`src/rtl/regfile_pkg.sv`:
```
// Shared definitions for the register-file write-back path.
// Holds the register-file geometry, the fixed requester slot assignments
// and a small helper for sizing requester index fields.
package regfile_pkg;

  localparam int REG_COUNT = 32;
  localparam int ADDR_W    = 5;
  localparam int DATA_W    = 32;
  localparam int ZERO_REG  = 0;

  // Write-back requester slots
  localparam int REQ_ALU     = 0;
  localparam int REQ_LOAD    = 1;
  localparam int REQ_MULTDIV = 2;

  // Width of an index able to address n requesters (at least one bit)
  function automatic int idx_width(input int n);
    return (n > 1) ? $clog2(n) : 1;
  endfunction

endpackage

```
`src/rtl/regfile_wb_arbiter_rr.sv`:
```
// Combinational round-robin arbiter for the write-back requesters.
// Ports:
//   req       - request vector, one bit per requester
//   ptr       - requester with the highest priority this cycle
//   grant     - one-hot grant (all zero when nobody requests)
//   grant_idx - encoded index of the granted requester (0 when none)
module rr_arbiter
  import regfile_pkg::*;
#(
  parameter int NREQ  = 3,
  parameter int IDX_W = idx_width(NREQ)
) (
  input  logic [NREQ-1:0]  req,
  input  logic [IDX_W-1:0] ptr,
  output logic [NREQ-1:0]  grant,
  output logic [IDX_W-1:0] grant_idx
);

  logic             found;
  logic [IDX_W-1:0] idx;
  int               sum;

  // Walk the requesters starting at ptr, wrapping past NREQ-1, and take
  // the first one that is asking.
  always_comb begin
    grant     = '0;
    grant_idx = '0;
    found     = 1'b0;
    idx       = '0;
    sum       = 0;
    for (int i = 0; i < NREQ; i++) begin
      sum = int'(ptr) + i;
      if (sum >= NREQ) sum = sum - NREQ;
      idx = IDX_W'(sum);
      if (!found && req[idx]) begin
        found      = 1'b1;
        grant[idx] = 1'b1;
        grant_idx  = idx;
      end
    end
  end

endmodule

```
`src/rtl/regfile_wb_arbiter.sv`:
```
// Write-back controller for the 32x32 register file.
// Shares the single write port between NREQ requesters with round-robin
// arbitration, registers the winning write onto the write-port signals and
// tracks pending destination registers to flag read hazards.
// Ports:
//   clock, ctrl_reset                     - clock, async active-high reset
//   req_valid/req_reg/req_data/req_ready  - per-requester write handshake
//   rsv_valid, rsv_reg                    - issue-time destination reservation
//   ctrl_readRegA, ctrl_readRegB          - read indices being looked up
//   ctrl_writeEnable/ctrl_writeReg/data_writeReg - register file write port
//   stall_a, stall_b                      - read index is still pending
//   pending                               - pending-write scoreboard
//   err_dup_rsv                           - sticky duplicate-reservation flag
module regfile_wb_arbiter #(
  parameter int NREQ   = 3,
  parameter int DATA_W = 32,
  parameter int ADDR_W = 5
) (
  input  logic                        clock,
  input  logic                        ctrl_reset,
  input  logic [NREQ-1:0]             req_valid,
  input  logic [NREQ-1:0][ADDR_W-1:0] req_reg,
  input  logic [NREQ-1:0][DATA_W-1:0] req_data,
  output logic [NREQ-1:0]             req_ready,
  input  logic                        rsv_valid,
  input  logic [ADDR_W-1:0]           rsv_reg,
  input  logic [ADDR_W-1:0]           ctrl_readRegA,
  input  logic [ADDR_W-1:0]           ctrl_readRegB,
  output logic                        ctrl_writeEnable,
  output logic [ADDR_W-1:0]           ctrl_writeReg,
  output logic [DATA_W-1:0]           data_writeReg,
  output logic                        stall_a,
  output logic                        stall_b,
  output logic [regfile_pkg::REG_COUNT-1:0] pending,
  output logic                        err_dup_rsv
);

  import regfile_pkg::*;

  localparam int IDX_W = idx_width(NREQ);

  logic [IDX_W-1:0]     rr_ptr;
  logic [IDX_W-1:0]     ptr_next;
  logic [NREQ-1:0]      grant;
  logic [IDX_W-1:0]     grant_idx;
  logic                 transfer;
  logic                 rsv_set;
  logic [REG_COUNT-1:0] pending_next;

  rr_arbiter #(
    .NREQ  (NREQ),
    .IDX_W (IDX_W)
  ) u_arb (
    .req       (req_valid),
    .ptr       (rr_ptr),
    .grant     (grant),
    .grant_idx (grant_idx)
  );

  // The register file always accepts, so a grant is a transfer; ready is
  // forced low while reset is held.
  assign req_ready = ctrl_reset ? '0 : grant;
  assign transfer  = |grant;

  // Priority moves to the requester just after the one served
  always_comb begin
    ptr_next = rr_ptr;
    if (grant_idx == IDX_W'(NREQ - 1)) ptr_next = '0;
    else                               ptr_next = grant_idx + IDX_W'(1);
  end

  // Pointer and registered write port. Writes to r0 still load index and
  // data but never raise the write enable.
  always_ff @(posedge clock or posedge ctrl_reset) begin
    if (ctrl_reset) begin
      rr_ptr           <= '0;
      ctrl_writeEnable <= 1'b0;
      ctrl_writeReg    <= '0;
      data_writeReg    <= '0;
    end else if (transfer) begin
      rr_ptr           <= ptr_next;
      ctrl_writeEnable <= (req_reg[grant_idx] != ADDR_W'(ZERO_REG));
      ctrl_writeReg    <= req_reg[grant_idx];
      data_writeReg    <= req_data[grant_idx];
    end else begin
      ctrl_writeEnable <= 1'b0;
    end
  end

  assign rsv_set = rsv_valid && (rsv_reg != ADDR_W'(ZERO_REG));

  // A write on the port clears its bit at the edge the register file
  // captures it; a reservation in the same cycle is applied afterwards so
  // it wins.
  always_comb begin
    pending_next = pending;
    if (ctrl_writeEnable) pending_next[ctrl_writeReg] = 1'b0;
    if (rsv_set)          pending_next[rsv_reg]       = 1'b1;
    pending_next[ZERO_REG] = 1'b0;
  end

  // Scoreboard state and the sticky duplicate-reservation flag
  always_ff @(posedge clock or posedge ctrl_reset) begin
    if (ctrl_reset) begin
      pending     <= '0;
      err_dup_rsv <= 1'b0;
    end else begin
      pending <= pending_next;
      if (rsv_set && pending[rsv_reg]) err_dup_rsv <= 1'b1;
    end
  end

  assign stall_a = pending[ctrl_readRegA];
  assign stall_b = pending[ctrl_readRegB];

endmodule

```
`config.mk`:
```
export PLATFORM = sky130hd
export DESIGN_NAME = regfile_wb_arbiter
export DESIGN_NICKNAME = d
export VERILOG_FILES = /design/src/rtl/regfile_pkg.sv /design/src/rtl/regfile_wb_arbiter_rr.sv /design/src/rtl/regfile_wb_arbiter.sv
export SDC_FILE = /design/constraint.sdc
export NUM_CORES = 1
export LEC_CHECK = 0
export CAP_MARGIN = 5
export CORE_ASPECT_RATIO = 0.7
export CORE_MARGIN = 2
export CORE_UTILIZATION = 46
export DETAILED_ROUTE_END_ITERATION = 10
export PLACE_DENSITY = 0.91
export SKIP_LAST_GASP = 1
export SYNTH_ARGS = -nofsm -noshare
export SYNTH_HDL_FRONTEND = slang
export SYNTH_SLANG_ARGS = --single-unit
```
`constraint.sdc`:
```
create_clock -name clock -period 7.3 [get_ports clock]
set_input_delay 1.46 -clock clock [delete_from_list [all_inputs] [get_ports clock]]
set_output_delay 1.46 -clock clock [all_outputs]
set_load 0.01 [all_outputs]
```
; After elaboration in Yosys (flattened, before gate mapping)
; Index checks and enable logic that the tools add are counted.
[word_totals]
regBits = 72
romBits = 0
ram_bits = 0
memories = 0
latch_bits = 0
out_inout_bits = 76
[op_classes]
mux = 42
bitwise_logic = 5
n_lt_le_gt_ge = 16
n_div = 0
n_mul = 0
n_eq_ne = 1
n_reduce_logical = 14
addsub = 6
shift = 0
[ops]
columns = operator, n
row1 = 32-bit 2-to-1 mux, 3
row2 = 32-bit binary-select mux with 2-bit select, 1
row3 = 32-bit AND, 1
row4 = 32-bit inverter, 1
row5 = 32-bit OR, 1
row6 = "5-bit by 6-bit less-than comparator with 1-bit output, second input constant", 4
row7 = 1-bit binary-select mux with 5-bit select, 3
row8 = 1-bit 2-to-1 mux, 14
row9 = 2-bit 2-to-1 mux, 7
row10 = "2-bit by 3-bit less-than comparator with 1-bit output, second input constant", 4
row11 = 3-bit 2-to-1 mux, 4
row12 = 5-bit binary-select mux with 2-bit select, 1
row13 = 1-bit demux with 5-bit select, 2
row14 = "5-bit by 1-bit greater-or-equal comparator with 1-bit output, second input constant", 2
row15 = 5-bit nonzero test, 2
row16 = 1-bit logical AND, 9
row17 = 1-bit binary-select mux with 2-bit select, 3
row18 = 1-bit demux with 2-bit select, 3
row19 = "2-bit by 1-bit greater-or-equal comparator with 1-bit output, second input constant", 3
row20 = "3-bit by 2-bit greater-or-equal comparator with 1-bit output, second input constant", 2
row21 = 3-bit OR, 2
row22 = 5-bit 2-to-1 mux, 1
row23 = "2-bit by 1-bit subtractor with 2-bit output, second input constant", 2
row24 = "2-bit by 1-bit adder with 3-bit output, second input constant", 1
row25 = other kinds (7), 8

; Depth between registers and ports, before layout
[logic_depth]
depth_word = 15
ltp_mapped = 12
mapped_depth_nobuf = 9

; By module
; A second synthesis with hierarchy kept.
[hier_totals]
hier_cells = 487
hier_area_um2 = 4554.4
[modules_own_cells]
columns = module, area_per_inst_um2, n_inst, seq_area_each_um2, cells_per_inst
row1 = regfile_wb_arbiter, 4287.9, 1, 1801.7, 449
row2 = rr_arbiter, 266.5, 1, 0.0, 38

; Worst setup path before layout
; Ideal clock, no wire load.
[synth_path]
path_kind = input-to-output
start = in ctrl_reset
end = out req_ready[0]
stages = 2
arrival_time_ns = 3.315
setup_slack_ns = 2.525
cell_sequence = inv_1 and2_1
[synth_between]
elab_chain_len = 1
[synth_lines]
columns = item, line_no
row1 = "start, declared", regfile_wb_arbiter.sv:20  ; input logic ctrl_reset,
row2 = 3-bit 2-to-1 mux, regfile_wb_arbiter.sv:62  ; assign req_ready = ctrl_reset ? '0 : grant;
row3 = "end, declared", regfile_wb_arbiter.sv:24  ; output logic [NREQ-1:0] req_ready,
; Every way passes these cells.

; Final worst setup path
[layout_path]
start = in ctrl_readRegB[0]
end = out stall_b
[layout_between]
elab_chain_len = 2
[layout_lines]
columns = item, line_no
row1 = "start, declared", regfile_wb_arbiter.sv:28  ; input logic [ADDR_W-1:0] ctrl_readRegB,
row2 = 1-bit binary-select mux with 5-bit select, regfile_wb_arbiter.sv:114  ; assign stall_b = pending[ctrl_readRegB];
row3 = 1-bit 2-to-1 mux (implied by the code), regfile_wb_arbiter.sv:114
row4 = "end, declared", regfile_wb_arbiter.sv:33  ; output logic stall_b,
; Every way passes these cells. The select of a mux whose other input is x is not followed.

==> summary.txt <==
number of cells in the finished layout apart from fillers = 781
fraction of the yosys area taken by sequential cells = 38.09%
average routed wire per standard cell = 20.48 µm
fin crit period = 5.559 ns
achievable clock frequency = 0.1799 GHz
power after layout = 3364 µW
number of buffers on the longest clock path = 2
leakage power = 0.002900 µW
die boundary width = 125.2 µm
startpoint type of the worst setup path = input port
area overhead of the layout relative to synthesis = 50.94%
top cell type's share of synthesized area = 38.09%
synth unique cells = 51
sequential share of power = 25.8%
number of vias after detailed routing = 4815
vertical die dimension = 88.85 µm
root buffer cell = sky130_fd_sc_hd__clkbuf_16
cell area after placement = 0.006823 mm²
initial cell density of the core = 48.10%
standard-cell row count = 30
HPWL after detailed placement = 12.24 mm
peak-usage layer in the global routing report = met2
met3 Track Usage GR = 7.255%
setup repair after global routing missed its margin = no
met2 usage = 48.02%
initial antenna violation count = 0
Hold Fails Final Rpt = 0
final design area excluding fillers = 0.007141 mm²
Final ANT Viol Nets = 0
number of cells in the design after placement = 766
Final Slew Violations = 0
highest-count cells in the layout ignoring fill and taps = sky130_fd_sc_hd__clkdlybuf4s50_1 (206), sky130_fd_sc_hd__dfrtp_1 (72), sky130_fd_sc_hd__o21ai_0 (67)
pin count of the biggest net entering global routing = 79
post-cts repair resize count = 0
weighted congestion reported at the end of routability-driven placement = 0.9784
routing usage on met1 = 38.24%
endpoint arrival time on the critical path = 4.10 ns
crit path capture type = output port
Switching Fraction = 41.66%
relative slew slack = 51.03%
number of synthesized flops with an enable pin = 0
Iter 0 DRT Violations = 508
maximum vdd drop = 0.0002317 V
CTS H-tree lvls = 3
total CTS buffers = 9
register bit count reported by yosys = 72
Die Footprint = 0.01112 mm²
average instance area after synthesis = 10.22 µm²
number of clock sinks = 72
largest driver fanout on the critical path = 9
Setup-failing EPs final = 0
number of nets in the layout = 785
Clock Pin Slew Worst Setup and Hold Paths = 0.06 ns
share of synthesized flip-flops with an asynchronous set or reset = 100.0%
Setup Buffers After CTS = 0
count of yosys warnings during synthesis = 0
part of the total power dissipated in the clock network = 13.9%
Clock Latency Late Sink = 0.34 ns
core region area = 0.009834 mm²
global-route usage over all layers = 29.00%
commonest non-fill, non-tap cell in the layout = sky130_fd_sc_hd__clkdlybuf4s50_1
class of the most critical hold timing path = register to register
share of the clock period used by the worst path = 76.15%
clock tree from TritonCTS = done
net switching power = 1401 µW
combinational cell fraction of total power = 60.3%
number of max-cap violations = 0
Clock Skew = 0.005686 ns
Pwr Density = 471.1 mW/mm²
count of input and output buffers = 206
detailed-route wire length = 16.00 mm
Syn Nets = 599
outcome = finished, final reports clean
first-pass GRT wire length = 24.98 mm
vias per cell = 6.165
ratio of cells with drive above 1 in the final layout = 9.495%
first-pass iteration count of the detailed router = 7
remaining global-route overflow = 0
hold buffers post-CTS = 0
post-route setup TNS = 0 ns
count of pins on the block boundary = 208
total DRC errors in the routed layout = 0
internal power component = 1962 µW
most instantiated flip-flop cell in the synthesis netlist = sky130_fd_sc_hd__dfrtp_1
slew at the pin with the worst max-slew slack = 0.7323 ns
Netlist Area Pre-Place = 0.004731 mm²
CP Data Required Time = 5.84 ns
Crit Path Category = input port to output port
# diodes = 0
gate count after technology mapping = 463
Yosys top cell by area = sky130_fd_sc_hd__dfrtp_1
number of global-route vias before repair = 4770
biggest area contributors in the synthesized netlist = sky130_fd_sc_hd__dfrtp_1 (38%), sky130_fd_sc_hd__mux4_2 (12%), sky130_fd_sc_hd__mux2i_1 (8.5%)
-- worst max-delay path, stage by stage --
cell	delay (ns)
sky130_fd_sc_hd__clkdlybuf4s50_1	0.77
sky130_fd_sc_hd__mux4_2	0.58
sky130_fd_sc_hd__mux4_2	0.49
sky130_fd_sc_hd__mux2_2	0.30
sky130_fd_sc_hd__clkdlybuf4s50_1	0.50
-- Yosys cell counts (7+ instances only) --
library cell	n
sky130_fd_sc_hd__a211oi_1	34
sky130_fd_sc_hd__a21o_1	35
sky130_fd_sc_hd__a21oi_1	7
sky130_fd_sc_hd__buf_2	7
sky130_fd_sc_hd__clkbuf_1	19
sky130_fd_sc_hd__dfrtp_1	72
sky130_fd_sc_hd__inv_1	7
sky130_fd_sc_hd__mux2i_1	40
sky130_fd_sc_hd__mux4_2	25
sky130_fd_sc_hd__nand2_1	15
sky130_fd_sc_hd__nand2b_1	7
sky130_fd_sc_hd__nand3_1	7
sky130_fd_sc_hd__nand3b_1	11
sky130_fd_sc_hd__nor2_1	44
sky130_fd_sc_hd__o21ai_0	67
-- metrics by stage --
step                setup slack, ns  hold WS (ns)  util [%]
floorplan                     2.525        0.4989         -
global placement              1.856        0.4588     69.38
detailed placement            1.763        0.4646     69.38
CTS                           1.757        0.4787     72.61
global route                  1.663        0.4923     72.61
finish                        1.741        0.4756     72.61
-- routing by layer --
| layer | wire length, µm | share of wire, % | vias to the layer above |
|---|---|---|---|
| met3 | 1577 | 9.9 | 42 |
| met5 | 0 | 0 | - |
| met1 | 6463 | 40 | 2322 |
| met2 | 7625 | 48 | 330 |
| li1 | - | - | 2121 |
| met4 | 329 | 2.1 | 0 |
-- state kept, by name (all words and copies together), names as in the netlist --
register,flops
ctrl_writeEnable,1
data_writeReg,32
ctrl_writeReg,5
err_dup_rsv,1
rr_ptr,2
pending,31
-- final timing paths --
path | endpoint | slack (ns) | cells past startpoint | start
setup / recovery | stall_b | 1.74 | 5 | ctrl_readRegB[0]
hold reg to reg | data_writeReg[15]$_DFFE_PP0P_ | 0.48 | 1 | data_writeReg[15]$_DFFE_PP0P_
hold / removal | data_writeReg[15]$_DFFE_PP0P_ | 0.48 | 1 | data_writeReg[15]$_DFFE_PP0P_
setup reg to reg | ctrl_writeReg[4]$_DFFE_PP0P_ | 3.80 | 10 | rr_ptr[0]$_DFFE_PP0P_
min in group asynchronous | data_writeReg[6]$_DFFE_PP0P_ | 1.57 | 2 | ctrl_reset
max in group asynchronous | pending[3]$_DFF_PP0_ | 4.76 | 3 | ctrl_reset
-- cell type report --
type	count	area [µm²]
fill	719	2694
sequential	72	1802
inverter	8	30.03
clock inverter	6	92.59
timing repair buffer	210	2092
clock buffer	9	225.2
multi-input combinational	348	2739
tap	128	160.2
-- kinds of logic after synthesis --
logic type	count (synthesis)	share of synthesized area, %
buffers and inverters	43	4.311
other	1	0.07927
multiplexers	75	22.80
AO/OA/AOI/OAI	165	22.51
AND/OR/NAND/NOR	103	11.16
flip-flops	72	38.09
adder cells (fa/ha/maj)	4	1.058
-- power groups by stage --
| stage | clock network [µW] | logic (µW) | registers [µW] |
|---|---|---|---|
| global route | 490 | 2190 | 883 |
| CTS | 475 | 2030 | 851 |
| detailed placement | 0 | 2010 | 856 |
| floorplan | 0 | 1230 | 851 |
| finish | 468 | 2030 | 867 |
| global placement | 0 | 1960 | 843 |
Power figures use the tool's default switching activity.
